==> src/rtl/score_display_driver.sv <==
// rtl/score_display_driver.sv - binary score to six active-low 7-segment digits via sequential double-dabble
// Optional high-score alternation is built when SCORE_DISPLAY_HIGH_SCORE_EN is defined.
module score_display_driver #(
    parameter int unsigned BLANK_LEADING = 1,
    parameter int unsigned BLINK_CYCLES  = 25000000
) (
    input  logic        clk,
    input  logic        rst,
    input  logic [16:0] score,
    input  logic        game_over,
    input  logic        hs_clear,
    output logic        busy,
    output logic [23:0] bcd_value,
    output logic        hs_shown,
    output logic [6:0]  hex0,
    output logic [6:0]  hex1,
    output logic [6:0]  hex2,
    output logic [6:0]  hex3,
    output logic [6:0]  hex4,
    output logic [6:0]  hex5
);

    localparam logic [6:0] SEG_BLANK      = 7'h7F;
    localparam logic [6:0] SEG_ZERO       = 7'b1000000;
    localparam logic [6:0] SEG_LEAD_RESET = (BLANK_LEADING != 0) ? SEG_BLANK : SEG_ZERO;
    localparam logic [4:0] BIT_COUNT      = 5'd17;

    typedef enum logic [1:0] {
        IDLE,
        CONV,
        LATCH
    } state_t;

    state_t      state;
    logic [16:0] src;
    logic [16:0] last_bin;
    logic [16:0] bin_sr;
    logic [23:0] bcd_acc;
    logic [23:0] bcd_adj;
    logic [4:0]  bitcnt;
    logic [6:0]  seg_next [6];

`ifdef SCORE_DISPLAY_HIGH_SCORE_EN
    localparam int unsigned PHASE = (BLINK_CYCLES == 0) ? 1 : BLINK_CYCLES;
    localparam int          CW    = $clog2(PHASE + 1);

    logic [16:0]   high_score;
    logic [CW-1:0] blink_cnt;

    // Deliberately outside rst so a board reset keeps the record; FPGA power-up state is 0.
    always_ff @(posedge clk) begin
        if (hs_clear) begin
            high_score <= '0;
        end else if (!game_over && (score > high_score)) begin
            high_score <= score;
        end
    end

    always_ff @(posedge clk or posedge rst) begin
        if (rst) begin
            blink_cnt <= '0;
            hs_shown  <= 1'b0;
        end else if (!game_over) begin
            blink_cnt <= '0;
            hs_shown  <= 1'b0;
        end else if (blink_cnt == CW'(PHASE - 1)) begin
            blink_cnt <= '0;
            hs_shown  <= ~hs_shown;
        end else begin
            blink_cnt <= blink_cnt + 1'b1;
        end
    end

    assign src = hs_shown ? high_score : score;
`else
    logic unused_inputs;

    assign hs_shown      = 1'b0;
    assign src           = score;
    assign unused_inputs = &{1'b0, game_over, hs_clear, BLINK_CYCLES[0]};
`endif

    function automatic logic [6:0] seg7(input logic [3:0] digit);
        case (digit)
            4'd0:    return 7'b1000000;
            4'd1:    return 7'b1111001;
            4'd2:    return 7'b0100100;
            4'd3:    return 7'b0110000;
            4'd4:    return 7'b0011001;
            4'd5:    return 7'b0010010;
            4'd6:    return 7'b0000010;
            4'd7:    return 7'b1111000;
            4'd8:    return 7'b0000000;
            4'd9:    return 7'b0010000;
            default: return SEG_BLANK;
        endcase
    endfunction

    // Double-dabble correction: any nibble >= 5 would overflow past 9 on the next shift.
    always_comb begin
        bcd_adj = bcd_acc;
        for (int i = 0; i < 6; i++) begin
            if (bcd_acc[4*i +: 4] >= 4'd5) begin
                bcd_adj[4*i +: 4] = bcd_acc[4*i +: 4] + 4'd3;
            end
        end
    end

    // A digit is a leading zero when it and every digit above it are zero; HEX0 always stays lit.
    always_comb begin
        for (int d = 0; d < 6; d++) begin
            seg_next[d] = seg7(bcd_acc[4*d +: 4]);
            if ((BLANK_LEADING != 0) && (d != 0) && ((bcd_acc >> (4 * d)) == 24'd0)) begin
                seg_next[d] = SEG_BLANK;
            end
        end
    end

    always_ff @(posedge clk or posedge rst) begin
        if (rst) begin
            state     <= IDLE;
            last_bin  <= '0;
            bin_sr    <= '0;
            bcd_acc   <= '0;
            bitcnt    <= '0;
            busy      <= 1'b0;
            bcd_value <= '0;
            hex0      <= SEG_ZERO;
            hex1      <= SEG_LEAD_RESET;
            hex2      <= SEG_LEAD_RESET;
            hex3      <= SEG_LEAD_RESET;
            hex4      <= SEG_LEAD_RESET;
            hex5      <= SEG_LEAD_RESET;
        end else begin
            case (state)
                IDLE: begin
                    if (src != last_bin) begin
                        bin_sr   <= src;
                        last_bin <= src;
                        bcd_acc  <= '0;
                        bitcnt   <= BIT_COUNT;
                        busy     <= 1'b1;
                        state    <= CONV;
                    end
                end
                CONV: begin
                    bcd_acc <= {bcd_adj[22:0], bin_sr[16]};
                    bin_sr  <= {bin_sr[15:0], 1'b0};
                    bitcnt  <= bitcnt - 1'b1;
                    if (bitcnt == 5'd1) begin
                        state <= LATCH;
                    end
                end
                LATCH: begin
                    bcd_value <= bcd_acc;
                    busy      <= 1'b0;
                    hex0      <= seg_next[0];
                    hex1      <= seg_next[1];
                    hex2      <= seg_next[2];
                    hex3      <= seg_next[3];
                    hex4      <= seg_next[4];
                    hex5      <= seg_next[5];
                    state     <= IDLE;
                end
                default: begin
                    state <= IDLE;
                end
            endcase
        end
    end

endmodule
==> config.mk <==
export PLATFORM = sky130hd
export DESIGN_NAME = score_display_driver
export DESIGN_NICKNAME = d
export VERILOG_FILES = /design/src/rtl/score_display_driver.sv
export SDC_FILE = /design/constraint.sdc
export NUM_CORES = 1
export LEC_CHECK = 0
export ABC_CLOCK_PERIOD_IN_PS = 6990
export CELL_PAD_IN_SITES_DETAIL_PLACEMENT = 1
export CELL_PAD_IN_SITES_GLOBAL_PLACEMENT = 1
export CORE_UTILIZATION = 40
export DETAILED_ROUTE_END_ITERATION = 8
export PLACE_DENSITY = 0.81
export SLEW_MARGIN = 20
export SYNTH_ARGS = -nofsm -noshare
export SYNTH_HDL_FRONTEND = slang
export SYNTH_SLANG_ARGS = --single-unit
==> constraint.sdc <==
create_clock -name clk -period 6.99 [get_ports clk]
set_input_delay 2.097 -clock clk [delete_from_list [all_inputs] [get_ports clk]]
set_output_delay 2.097 -clock clk [all_outputs]
set_load 0.01 [all_outputs]
==> impl_metrics.csv <==
group,metric,value,unit
final_layout,syn2layout_area_growth,24.5,%
synthesis,syn_avg_cell_area,9.75,um2
floorplan,ios,89,
sta,rsz0062_at_grt,"no",
drt,wl,17.4,mm
final_layout,fin_nets,819,
sta,hold_violations,0,
sta,tns,0,ps
power,p_switching,1.72,mW
worst_setup_path,path_delay_family,"compound AO/OA/AOI/OAI gates",
cts,cts_hold_buf,0,
synthesis,synth.area.top_cells,"dfrtp_1, dfstp_2, nand2_1",
synthesis,synth_edf_count,0,
worst_setup_path,slowest_delay,510,ps
worst_setup_path,cp-startpoint,"score[2]",
drt,viasPerCell,5.41,
sta,finClkSkew,12.8,ps
worst_setup_path,rrSetupSlack,4520,ps
power,switching_share,0.372,
synthesis,syn_area,6850,um2
worst_setup_path,timing.rr.end,"bin_sr[4]",
sta,final.period_utilization,0.619,
synthesis,synth_warnings,0,
sta,tightest_slew,1020,ps
synthesis,ys.flop_type,"dfrtp_1",
global_routing,grt_max_degree,90,
global_routing,grt_pass1_vias,5742,
synthesis,ys_ff_latch,132,
power,p_clk_frac,0.221,
drt,route.vias.total,5405,
worst_setup_path,crit_fanout,26,
global_routing,grt_pass1_wl,28.9,mm
synthesis,yosysMostFrequentCell,"nand2_1",
cts,cts_buffers,17,
power,seq_power_share,0.350,
power,ir_worst_vdd,0.000236,V
drt,drc,0,
synthesis,synth_cell_type_count,59,
synthesis,yosys.area.top_type,"dfrtp_1",
cts,cts_setup_buffers,0,
min_path,hp-start,"hex3[5]",
power,p_leak,3.80,nW
global_routing,antenna_found_initial,0,
cts,clockBufferDepth,2,
cts,cts_htree_levels,4,
global_routing,grt_usage,0.209,
synthesis,syn_inst,703,
floorplan,design.core.area,16600,um2
run_status,outcome,"completed",
synthesis,syn-num-nets,756,
drt,drt_first_pass_iters,4,
worst_setup_path,worstSetupStartpointType,"input pin",
cts,cts_resized,0,
run,maxCapViolCount,0,
worst_setup_path,cp_num_cells,7,
drt,drt_first_iter_violations,248,
global_routing,overflow,0,
worst_setup_path,critical_path.slowest_cell,"a2111oi_2",
final_layout,drive_above_1_share,0.127,
floorplan,die-area,17700,um2
power,p_comb_frac,0.429,
sta,setup_viol,0,
synthesis,synthArstFlopShare,1.00,
worst_setup_path,setup.worst_path.end,"bin_sr[4]",
worst_setup_path,critPathCaptureType,"flip-flop",
drt,wl_per_cell,17.5,um
worst_setup_path,path_cells,"clkdlybuf4s50_1, nor2b_1, a2111oi_2, nand4b_1, o21ai_4, buf_16, mux2_2",
sta,final.min_clock_period,4320,ps
worst_setup_path,critPathArrivalTime,4620,ps
placement,dp_cells,966,
final_layout,antennaDiodeCount,0,
placement,hpwl,11.7,mm
min_path,hold_class,"reg -> reg",
worst_setup_path,worstReg2RegStart,"last_bin[10]",
worst_setup_path,r2r_cells,6,
sta,maxSlewHeadroom,0.316,
power,power_density,543,nW/um2
floorplan,row_count,47,
cts,clk_pin_slew,60,ps
floorplan,start_util,0.412,
final_layout,fillCellCount,1827,
synthesis,seq_area_frac_synth,0.489,
floorplan,die_y,133,um
worst_setup_path,critPathKind,"in -> reg",
power,internal-power,2.91,mW
final_layout,fin_cells,999,
floorplan,dieWidth,133,um
cts,clkLatencyLatePin,430,ps
cts,cts_root_buf,"clkbuf_16",
placement,port_buffers,85,
final_layout,register_area,3350,um2
synthesis,synth_common_cells,"nand2_1, dfrtp_1, o21ai_0",
sta,fmax,231,MHz
sta,drv_slew,0,
cts,cts.sinks,132,
placement,gp_congestion,0.827,
worst_setup_path,cp.required,7290,ps
cts,cts_tree,"built",
synthesis,yosysTopAreaCellShare,0.351,
final_layout,multi_input_area,3190,um2
drt,drtAntennaViolNets,0,
worst_setup_path,crit_buf_inv,2,
-- power by group through the flow --
stage	Combinational (mW)	Sequential, mW	Clock (mW)
after floorplan	1.26	1.54	0
after global placement	1.87	1.59	0
after detailed placement	1.97	1.63	0
after CTS	2.00	1.62	1.04
after global routing	2.20	1.68	1.07
final	1.98	1.62	1.02
-- worst register-to-register path, stage by stage (launching register included) --
cell and delay [ps]:
dfrtp_1 400, nor2b_1 150, a2111oi_2 460, nand4b_1 270, o21ai_4 470, buf_16 250, mux2_2 360
-- layout by cell type, fill, tap and decap left out, types with 14 or more instances in the layout --
master           synthesis  final
a21oi_1                 33     33
mux2_2                  16     16
clkdlybuf4s50_1          0     85
clkbuf_16                0     17
nand2_1                122    122
mux2_1                  18     18
ha_1                    32     32
dfstp_2                 36     36
o21ai_0                 58     58
inv_1                   34     33
xnor2_1                 14     14
nor2_1                  43     42
dfrtp_1                 96     96
-- cell families after synthesis --
| logic type | Yosys count | share of synthesized area |
|---|---|---|
| AND/OR/NAND/NOR | 219 | 0.142 |
| AO/OA/AOI/OAI | 175 | 0.166 |
| flip-flops | 132 | 0.489 |
| buffers and inverters | 80 | 0.0488 |
| multiplexers | 41 | 0.0661 |
| adder cells (fa/ha/maj) | 32 | 0.0584 |
| XOR/XNOR | 23 | 0.0294 |
| other | 1 | 0.000547 |
-- worst min path at each step --
| stage | end | cells after the start |
|---|---|---|
| 4_1_cts | hex3[5] | 2 |
| 3_3_place_gp | hex3[5] | 2 |
| 5_1_grt | hex3[5] | 2 |
| 6_report | hex3[5] | 2 |
| 2_1_floorplan | bin_sr[0] | 1 |
| 3_5_place_dp | hex3[5] | 2 |
-- metrics by stage --
| step | hold WS [ps] | setup slack [ps] | util | cell area, um2 | power, mW |
|---|---|---|---|---|---|
| floorplan | 456 | 1430 | - | 6850 | 2.80 |
| global placement | 452 | 2030 | 0.470 | 7820 | 3.46 |
| detailed placement | 457 | 1960 | 0.470 | 7820 | 3.60 |
| CTS | 465 | 2420 | 0.510 | 8490 | 4.67 |
| global route | 479 | 2600 | 0.513 | 8530 | 4.95 |
| finish | 461 | 2670 | 0.513 | 8530 | 4.63 |
-- sequential cells by signal, indices dropped and copies added, names as in the netlist --
register	count
hex4	7
bcd_acc	24
hex1	7
last_bin	17
busy	1
hex0	7
hex2	7
bcd_value	24
hex3	7
bitcnt	5
hex5	7
state	2
bin_sr	17
-- metal layers --
layer,global-route usage,share of wire,vias to the layer above
met4,0.103,0.024,0
met3,0.0406,0.039,36
met5,0,0,-
li1,-,-,2552
met2,0.352,0.51,126
met1,0.255,0.43,2691
-- area by class of cell --
type	instances	share of cell area
clock inverter	10	0.0235
timing repair buffer	90	0.106
multi-input combinational	491	0.374
clock buffer	22	0.0556
sequential	132	0.392
inverter	34	0.0155
tap	220	0.0323
No activity file was read; power rests on OpenSTA's default activity.
